--- config.mk ---
export PLATFORM = sky130hd
export DESIGN_NAME = alu_ctrl_exec
export DESIGN_NICKNAME = d
export VERILOG_FILES = /design/src/rtl/alu_ctrl_exec.sv
export SDC_FILE = /design/constraint.sdc
export NUM_CORES = 1
export LEC_CHECK = 0
export BUFFER_PORTS_ARGS = -buffer_cell sky130_fd_sc_hd__buf_2
export CORE_UTILIZATION = 26
export CTS_CLUSTER_DIAMETER = 100
export DETAILED_ROUTE_END_ITERATION = 10
export PLACE_DENSITY = 0.52
export REMOVE_ABC_BUFFERS = 1
export SYNTH_ARGS = -nofsm -noshare
export SYNTH_HDL_FRONTEND = slang
export SYNTH_SLANG_ARGS = --single-unit
--- constraint.sdc ---
create_clock -name clk_i -period 14.29 [get_ports clk_i]
set_input_delay 0.7145 -clock clk_i [delete_from_list [all_inputs] [get_ports clk_i]]
set_output_delay 0.7145 -clock clk_i [all_outputs]
set_load 0.02 [all_outputs]
--- src/rtl/alu_ctrl_exec.sv ---
// rtl/alu_ctrl_exec.sv - execute-stage ALU with funct/ALUOp decode and iterative multiplier
module alu_ctrl_exec #(
   parameter int XLEN     = 32,
   parameter int MUL_STEP = 1
) (
   input  logic            clk_i,
   input  logic            rst_i,
   input  logic            valid_i,
   output logic            ready_o,
   input  logic [9:0]      funct_i,
   input  logic [1:0]      ALUOp_i,
   input  logic [XLEN-1:0] a_i,
   input  logic [XLEN-1:0] b_i,
   input  logic            flush_i,
   output logic            valid_o,
   output logic [XLEN-1:0] result_o,
   output logic            zero_o,
   output logic [3:0]      ALUCtrl_o,
   output logic            illegal_o,
   output logic            busy_o
);

   localparam int N_STEPS = XLEN / MUL_STEP;
   localparam int CNT_W   = $clog2(N_STEPS + 1);
   localparam int SH_W    = $clog2(XLEN);

   localparam logic [CNT_W-1:0] CNT_ONE   = CNT_W'(1);
   localparam logic [CNT_W-1:0] CNT_START = CNT_W'(N_STEPS - 1);

   localparam logic [0:0] ST_IDLE = 1'b0;
   localparam logic [0:0] ST_MUL  = 1'b1;

   localparam logic [3:0] OP_AND  = 4'd0;
   localparam logic [3:0] OP_XOR  = 4'd1;
   localparam logic [3:0] OP_SLL  = 4'd2;
   localparam logic [3:0] OP_ADD  = 4'd3;
   localparam logic [3:0] OP_SUB  = 4'd4;
   localparam logic [3:0] OP_MUL  = 4'd5;
   localparam logic [3:0] OP_ADDI = 4'd6;
   localparam logic [3:0] OP_SRAI = 4'd7;
   localparam logic [3:0] OP_LSW  = 4'd8;
   localparam logic [3:0] OP_BEQ  = 4'd9;
   localparam logic [3:0] OP_ILL  = 4'hF;

   logic [0:0]      state;
   logic [CNT_W-1:0] counter;
   logic [XLEN-1:0] acc;
   logic [XLEN-1:0] mul_a;
   logic [XLEN-1:0] mul_b;

   logic [3:0]      dec_code;
   logic [XLEN-1:0] alu_res;
   logic [SH_W-1:0] shamt;
   logic [XLEN-1:0] src_a;
   logic [XLEN-1:0] src_b;
   logic [XLEN-1:0] b_bits;
   logic [XLEN-1:0] acc_next;

   assign ready_o = (state == ST_IDLE);
   assign busy_o  = ~ready_o;
   assign shamt   = b_i[SH_W-1:0];

   // Decode ALUOp/funct into a control code; anything unmatched falls to illegal
   always_comb begin
      dec_code = OP_ILL;
      case (ALUOp_i)
         2'b10: begin
            case (funct_i)
               10'b0000000_111: dec_code = OP_AND;
               10'b0000000_100: dec_code = OP_XOR;
               10'b0000000_001: dec_code = OP_SLL;
               10'b0000000_000: dec_code = OP_ADD;
               10'b0100000_000: dec_code = OP_SUB;
               10'b0000001_000: dec_code = OP_MUL;
               default:         dec_code = OP_ILL;
            endcase
         end
         2'b00: begin
            // funct7 carries immediate bits here, so only funct3 is decoded
            case (funct_i[2:0])
               3'b000:  dec_code = OP_ADDI;
               3'b101:  dec_code = OP_SRAI;
               3'b010:  dec_code = OP_LSW;
               default: dec_code = OP_ILL;
            endcase
         end
         2'b01:   dec_code = OP_BEQ;
         default: dec_code = OP_ILL;
      endcase
   end

   // Single-cycle datapath; illegal and MUL codes yield zero here
   always_comb begin
      alu_res = '0;
      case (dec_code)
         OP_AND:                  alu_res = a_i & b_i;
         OP_XOR:                  alu_res = a_i ^ b_i;
         OP_SLL:                  alu_res = a_i << shamt;
         OP_ADD, OP_ADDI, OP_LSW: alu_res = a_i + b_i;
         OP_SUB, OP_BEQ:          alu_res = a_i - b_i;
         OP_SRAI:                 alu_res = $signed(a_i) >>> shamt;
         default:                 alu_res = '0;
      endcase
   end

   // One multiplier step; the issue cycle itself retires the first MUL_STEP bits
   always_comb begin
      src_a  = (state == ST_IDLE) ? a_i : mul_a;
      src_b  = (state == ST_IDLE) ? b_i : mul_b;
      b_bits = '0;
      b_bits[MUL_STEP-1:0] = src_b[MUL_STEP-1:0];
      acc_next = ((state == ST_IDLE) ? '0 : acc) + (src_a * b_bits);
   end

   // Issue, multiplier sequencing, flush and result registers
   always_ff @(posedge clk_i or negedge rst_i) begin
      if (!rst_i) begin
         state     <= ST_IDLE;
         counter   <= '0;
         acc       <= '0;
         mul_a     <= '0;
         mul_b     <= '0;
         valid_o   <= 1'b0;
         result_o  <= '0;
         zero_o    <= 1'b1;
         ALUCtrl_o <= 4'd0;
         illegal_o <= 1'b0;
      end else begin
         valid_o <= 1'b0;
         if (flush_i) begin
            state   <= ST_IDLE;
            counter <= '0;
         end else if (state == ST_IDLE) begin
            if (valid_i) begin
               ALUCtrl_o <= dec_code;
               if (dec_code == OP_MUL) begin
                  if (N_STEPS == 1) begin
                     result_o  <= acc_next;
                     zero_o    <= (acc_next == '0);
                     illegal_o <= 1'b0;
                     valid_o   <= 1'b1;
                  end else begin
                     // counter holds the steps still owed after the issue-cycle step
                     acc     <= acc_next;
                     mul_a   <= a_i << MUL_STEP;
                     mul_b   <= b_i >> MUL_STEP;
                     counter <= CNT_START;
                     state   <= ST_MUL;
                  end
               end else begin
                  result_o  <= alu_res;
                  zero_o    <= (alu_res == '0);
                  illegal_o <= (dec_code == OP_ILL);
                  valid_o   <= 1'b1;
               end
            end
         end else begin
            acc     <= acc_next;
            mul_a   <= mul_a << MUL_STEP;
            mul_b   <= mul_b >> MUL_STEP;
            counter <= counter - CNT_ONE;
            if (counter == CNT_ONE) begin
               result_o  <= acc_next;
               zero_o    <= (acc_next == '0);
               illegal_o <= 1'b0;
               valid_o   <= 1'b1;
               state     <= ST_IDLE;
            end
         end
      end
   end

endmodule

; ---- Yosys cells after proc, flatten, opt, wreduce, memory -nomap -nowiden
; Cells that the tools add are included.
[word_totals]
regBits = 142
in_bits = 80
output_inout_bits = 41
wordCells = 101
[classes]
n_eq_ne = 22
addsub = 4
reduce_logical = 16
shifts = 2
multipliers = 1
mux = 42
bitwise = 4
[op_table]
columns = op, count
row1 = 32-bit 2-to-1 mux, 15
row2 = 32-bit case mux with 6 select lines, 1
row3 = 32-bit adder, 2
row4 = 32-bit logical NOT, 2
row5 = 32-bit bitwise AND, 1
row6 = 32-bit by 1-bit multiplier with 32-bit output, 1
row7 = 32-bit by 5-bit left shift with 32-bit output, 1
row8 = 32-bit by 5-bit >>> shifter with 32-bit output, 1
row9 = 32-bit subtractor, 1
row10 = 32-bit XOR, 1
row11 = 6-bit 2-to-1 mux, 4
row12 = 4-bit case mux with 3 select lines, 2
row13 = 4-bit case mux with 6 select lines, 1
row14 = 10-bit by 3-bit == test with 1-bit output (second input constant), 2
row15 = 1-bit 2-to-1 mux, 19
row16 = 4-bit by 3-bit == test with 1-bit output (second input constant), 4
row17 = 4-bit == test (second input constant), 3
row18 = 10-bit by 1-bit == test with 1-bit output (second input constant), 1
row19 = 10-bit by 4-bit == test with 1-bit output (second input constant), 1
row20 = 10-bit by 9-bit == test with 1-bit output (second input constant), 1
row21 = 10-bit logical NOT, 1
row22 = 4-bit by 2-bit == test with 1-bit output (second input constant), 2
row23 = 6-bit by 1-bit == test with 1-bit output (second input constant), 1
row24 = 3-bit AND reduction, 2
row25 = other kinds (18), 21

; ---- Longest topological paths before layout
[logic_depth]
ltp_word = 10
depth_mapped = 23
depth_no_buf = 20

; ---- Worst setup path before layout
; No wires, ideal clock.
[synth_timing]
kind = in2reg
start = input port funct_i[8]
end = register result_o[29]
n_path_buf = 3
required_time_ns = 14.226
stages = 23
t_arrival_ns = 5.458
setup_ns = 0.064
setup_slack_ns = 8.768
cell_sequence = buf_2 -> a2111oi_0 -> a21oi_1 -> a2111o_1 -> a211oi_4 -> a31o_2 -> nand2_1 -> clkbuf_1 -> o41ai_1 -> xor2_1 -> ha_1 -> clkbuf_1 -> a211o_1 -> a21o_1 -> a221oi_1 -> a31oi_1 -> a311oi_2 -> o31ai_1 -> xnor2_1 -> o21ai_0 -> nor2_1 -> a211oi_1 -> a21o_1
[synth_between]
elab_chain_len = 9
word_cells_on_any_way = 26
classes_between = eq/ne (15) / mux (6) / reduce/logical (5)
[synth_rtl]
columns = element, line
row1 = start: declaration, 10  ; input logic [9:0] funct_i,
row2 = 10-bit by 4-bit == test with 1-bit output (tied with other cells), 68  ; case (funct_i)
row3 = 4-bit case mux with 6 select lines (*), 68
row4 = 4-bit case mux with 3 select lines (*), 66  ; case (ALUOp_i)
row5 = 4-bit by 2-bit == test with 1-bit output (tied with other cells), 95  ; case (dec_code)
row6 = 3-bit OR reduction or 2-bit OR reduction (tied branches), 95
row7 = 32-bit case mux with 6 select lines, 95
row8 = 32-bit 2-to-1 mux, 136  ; if (dec_code == OP_MUL) begin
row9 = 32-bit 2-to-1 mux, 134  ; if (valid_i) begin
row10 = 32-bit 2-to-1 mux, 133  ; end else if (state == ST_IDLE) begin
row11 = end signal: assignment, 138  ; result_o <= acc_next;
row12 = end signal: assignment, 151  ; result_o <= alu_res;
row13 = end signal: assignment, 163  ; result_o <= acc_next;
row14 = end: declaration, 16  ; output logic [XLEN-1:0] result_o,
; Mark *: on every way between the ends. The rest lies on a longest branch, timed or not. The select of a mux whose other input is x is not followed.
; A chain may end at the register's enable or synchronous reset.

; ---- Worst setup path after layout
[layout_timing]
start = input port funct_i[2]
end = register zero_o
[layout_between]
elab_chain_len = 10
word_cells_on_any_way = 31
classes_between = eq/ne (17) / mux (7) / reduce/logical (7)
[layout_rtl]
columns = element, line
row1 = 10-bit by 4-bit == test with 1-bit output (tied with other cells), 68
row2 = 4-bit case mux with 6 select lines or 4-bit case mux with 3 select lines (tied branches), "68, 80"
row3 = 4-bit case mux with 3 select lines (*), 66
row4 = 4-bit by 2-bit == test with 1-bit output (tied with other cells), 95
row5 = 3-bit OR reduction or 2-bit OR reduction (tied branches), 95
row6 = 32-bit case mux with 6 select lines, 95
row7 = 32-bit logical NOT, 152  ; zero_o <= (alu_res == '0);
row8 = 1-bit 2-to-1 mux, 136
row9 = 1-bit 2-to-1 mux, 134
row10 = 1-bit 2-to-1 mux, 133
row11 = end signal: assignment, 139  ; zero_o <= (acc_next == '0);
row12 = end signal: assignment, 152
row13 = end signal: assignment, 164  ; zero_o <= (acc_next == '0);
row14 = end: declaration, 17  ; output logic zero_o,
; Marked as above.

==> impl_metrics.tcl <==
set metrics [dict create \
    crit_chain "buf_2, a2111oi_0, a21oi_1, a2111o_1, a211oi_4, a31o_2, nand2_1, nor2_1, a21oi_1, fa_1, a211oi_1, nor3_1, o21ai_0, a21bo_2, a21oi_1, o211a_1, o31ai_1, nand4_1, nor4_1, nand3_1, o21ai_1" \
    syn_inst 2050 \
    cts_buffer_depth 2 \
    insertion_delay_ps 500 \
    fin_setup_tns_ps 0 \
    rr_worst_depth 15 \
    max_stage_delay_ps 670 \
    clock-sinks 140 \
    grt_max_degree 95 \
    ant_nets 0 \
    final_core_util_pct 29.4 \
    cp_top_family "compound AO/OA/AOI/OAI gates" \
    async_flop_share_pct 100 \
    antenna_found_initial 3 \
    synthFlopType "dfrtp_1" \
    syn_to_final_growth_pct 11.1 \
    power_density_nw_per_um2 89.7 \
    rsz0062_at_grt "no" \
    ys_seq_area_share_pct 21.3 \
    synth_top_area_share_pct 21.2 \
    arrival_ps 7060 \
    cts_tree "built" \
    clk_pin_slew_ps 70 \
    grt_usage_pct 22.7 \
    synth_top_family_by_area "compound AO/OA/AOI/OAI gates" \
    cts_resized 0 \
    max_clock_freq_mhz 151 \
    synth_top_cell_by_area "dfrtp_1" \
    path_depth 21 \
    coreArea_sq_um 62100 \
    synthTopCellsByArea "dfrtp_1 21%, mux2i_1 8.2%, mux4_2 7.7%" \
    viasPerCell 5.71 \
    drc 0 \
    crit_required_ps 14720 \
    wl_per_cell_microns 24.9 \
    die_h_microns 253 \
    gp_congestion 0.963 \
    cp_max_fo 25 \
    crit_buf_inv 1 \
    synth_edf_count 0 \
    first_pass_iters 7 \
    cp-start-kind "input pin" \
    synth_area_sq_um 16400 \
    yosys.area_share.adder_pct 7.70 \
    hp-class "input pin to async pin" \
    rows 91 \
    grt.overflow.total 0 \
    cap_violations 0 \
    cp-end-kind "flop" \
    synth-seq-cells 140 \
    slew_headroom_pct 24.5 \
    p_leak_nw 7.74 \
    status "finished clean" \
    ios 121 \
    worstReg2RegStart "busy_o" \
    path_common_cell "a21oi_1" \
    critical_path.startpoint "funct_i[2]" \
    critPathKind "input pin to flop" \
    ys_types 93 \
    die_x_microns 253 \
    grt_pass1_vias 16100 \
    yosysMostFrequentCell "nand2_1" \
    initial_core_util_pct 26.5 \
    yosysWarnings 0 \
    numCtsBuffers 17 \
    synth_compound_area_share_pct 23.8 \
    drv_slew 0 \
    hpwl_microns 55300 \
    grt_pass1_wl_microns 108000 \
    htree_levels 4 \
    final-setup-viol-count 0 \
    postCtsHoldBufs 0 \
    clockRootBuffer "clkbuf_16" \
    vias 16600 \
    port_buffers 120 \
    drive_gt1_share_pct 14.4 \
    first_iter_violations 1420 \
    period_minus_slack_ps 6630 \
    synth.top_cells.by_count "302 x nand2_1, 184 x o21ai_0, 160 x nor2_1" \
    skew_ps 13.0 \
    hold_violations 0 \
    totalWireLength_microns 72500 \
    synth-xor-area-share_pct 3.94 \
    tightest_slew_ps 1130 \
    synth.mux.area_fraction_pct 17.9 \
    diodes 0 \
    die_area_sq_um 64200 \
    nNetsFinal 2242 \
    synth_simple_gate_area_share_pct 20.3 \
    timing.final.crit_share_pct 46.4 \
    crit_slowest_cell "o21ai_0" \
    peakVddDrop_uv 67.6 \
    synth_area_per_cell_sq_um 8.02 \
    num-fill-cells 6723 \
    post-cts-setup-buffers 0 \
]
-- power breakdown --
part | switching (mW) | total [mW] | internal (mW)
logic | 0.434 | 0.665 | 0.231
clock network | 0.213 | 0.477 | 0.264
registers | 0.0370 | 0.496 | 0.459
total | 0.684 | 1.64 | 0.954
-- placed cells by master, fill, tap and decap left out, types with 28 or more instances in the layout --
cell type	instances
nor3_1	39
nor2_1	160
a21oi_1	112
nand2_1	302
o21ai_0	184
xor2_1	37
and2_1	46
dfrtp_1	138
xnor2_1	37
a211oi_1	29
inv_1	42
mux4_2	56
mux2_2	30
nand3_1	41
buf_4	28
ha_1	98
mux2i_1	134
buf_2	118
-- through the flow --
step	hold slack, ps	setup slack (ps)	instance area, sq um	instances	power [mW]
final	77.9	7660	18300	2912	1.64
after global routing	79.9	7100	18300	2912	1.72
after CTS	72.1	7670	18300	2912	1.64
after detailed placement	455	7160	17700	2880	1.16
after global placement	450	7160	17700	2880	1.15
after floorplan	419	5600	15800	1896	0.886
-- worst register-to-register path, stage by stage (launching register included) --
cell      delay [ps]
dfrtp_4          940
buf_4            710
mux2i_1          210
or2_2            340
fa_1             420
nand2b_1         190
a211oi_1         430
o211ai_1         330
o31a_1           430
o21ai_0          400
a31oi_1          180
xnor2_1          200
or4b_1           540
nor4_1           390
a22oi_1          140
o21ai_1          110
-- layout make-up --
class | instances | area (sq um) | share of cell area (%)
clock inverter | 14 | 158 | 0.863
timing repair buffer | 147 | 812 | 4.45
inverter | 45 | 169 | 0.925
multi-input combinational | 1711 | 12100 | 66.4
sequential | 140 | 3510 | 19.2
tap | 837 | 1050 | 5.74
clock buffer | 18 | 439 | 2.41
-- worst paths after layout --
path                          endpoint  slack [ps]
setup / recovery                zero_o        7660
hold reg to reg            result_o[6]         460
setup reg to reg                zero_o        8270
min in group clk_i         result_o[6]         460
hold / removal               mul_b[19]          80
max in group asynchronous       busy_o       12280
-- sequential cells by signal (all words and copies together), names as in the netlist --
register	cells
mul_a	31
ALUCtrl_o	4
valid_o	1
acc	32
busy_o	1
counter	6
mul_b	31
result_o	32
illegal_o	1
zero_o	1
-- per-layer routing --
layer  wire [microns]  GRT usage [%]  vias to the layer above  share of wire [%]
met5               21              0                        -              0.029
met3             4370           3.73                       93                6.0
met1            32400           30.4                     8257                 45
met2            33300           36.2                      648                 46
met4             2420           8.69                        4                3.3
li1                 -              -                     7626                  -
-- logic make-up after synthesis --
kind of cell / after synthesis
compound gates: 592
xor+xnor: 74
fa+ha+maj: 100
buf+inv: 199
flops: 140
mux: 220
simple gates: 725
No activity file was read; power rests on OpenSTA's default activity.
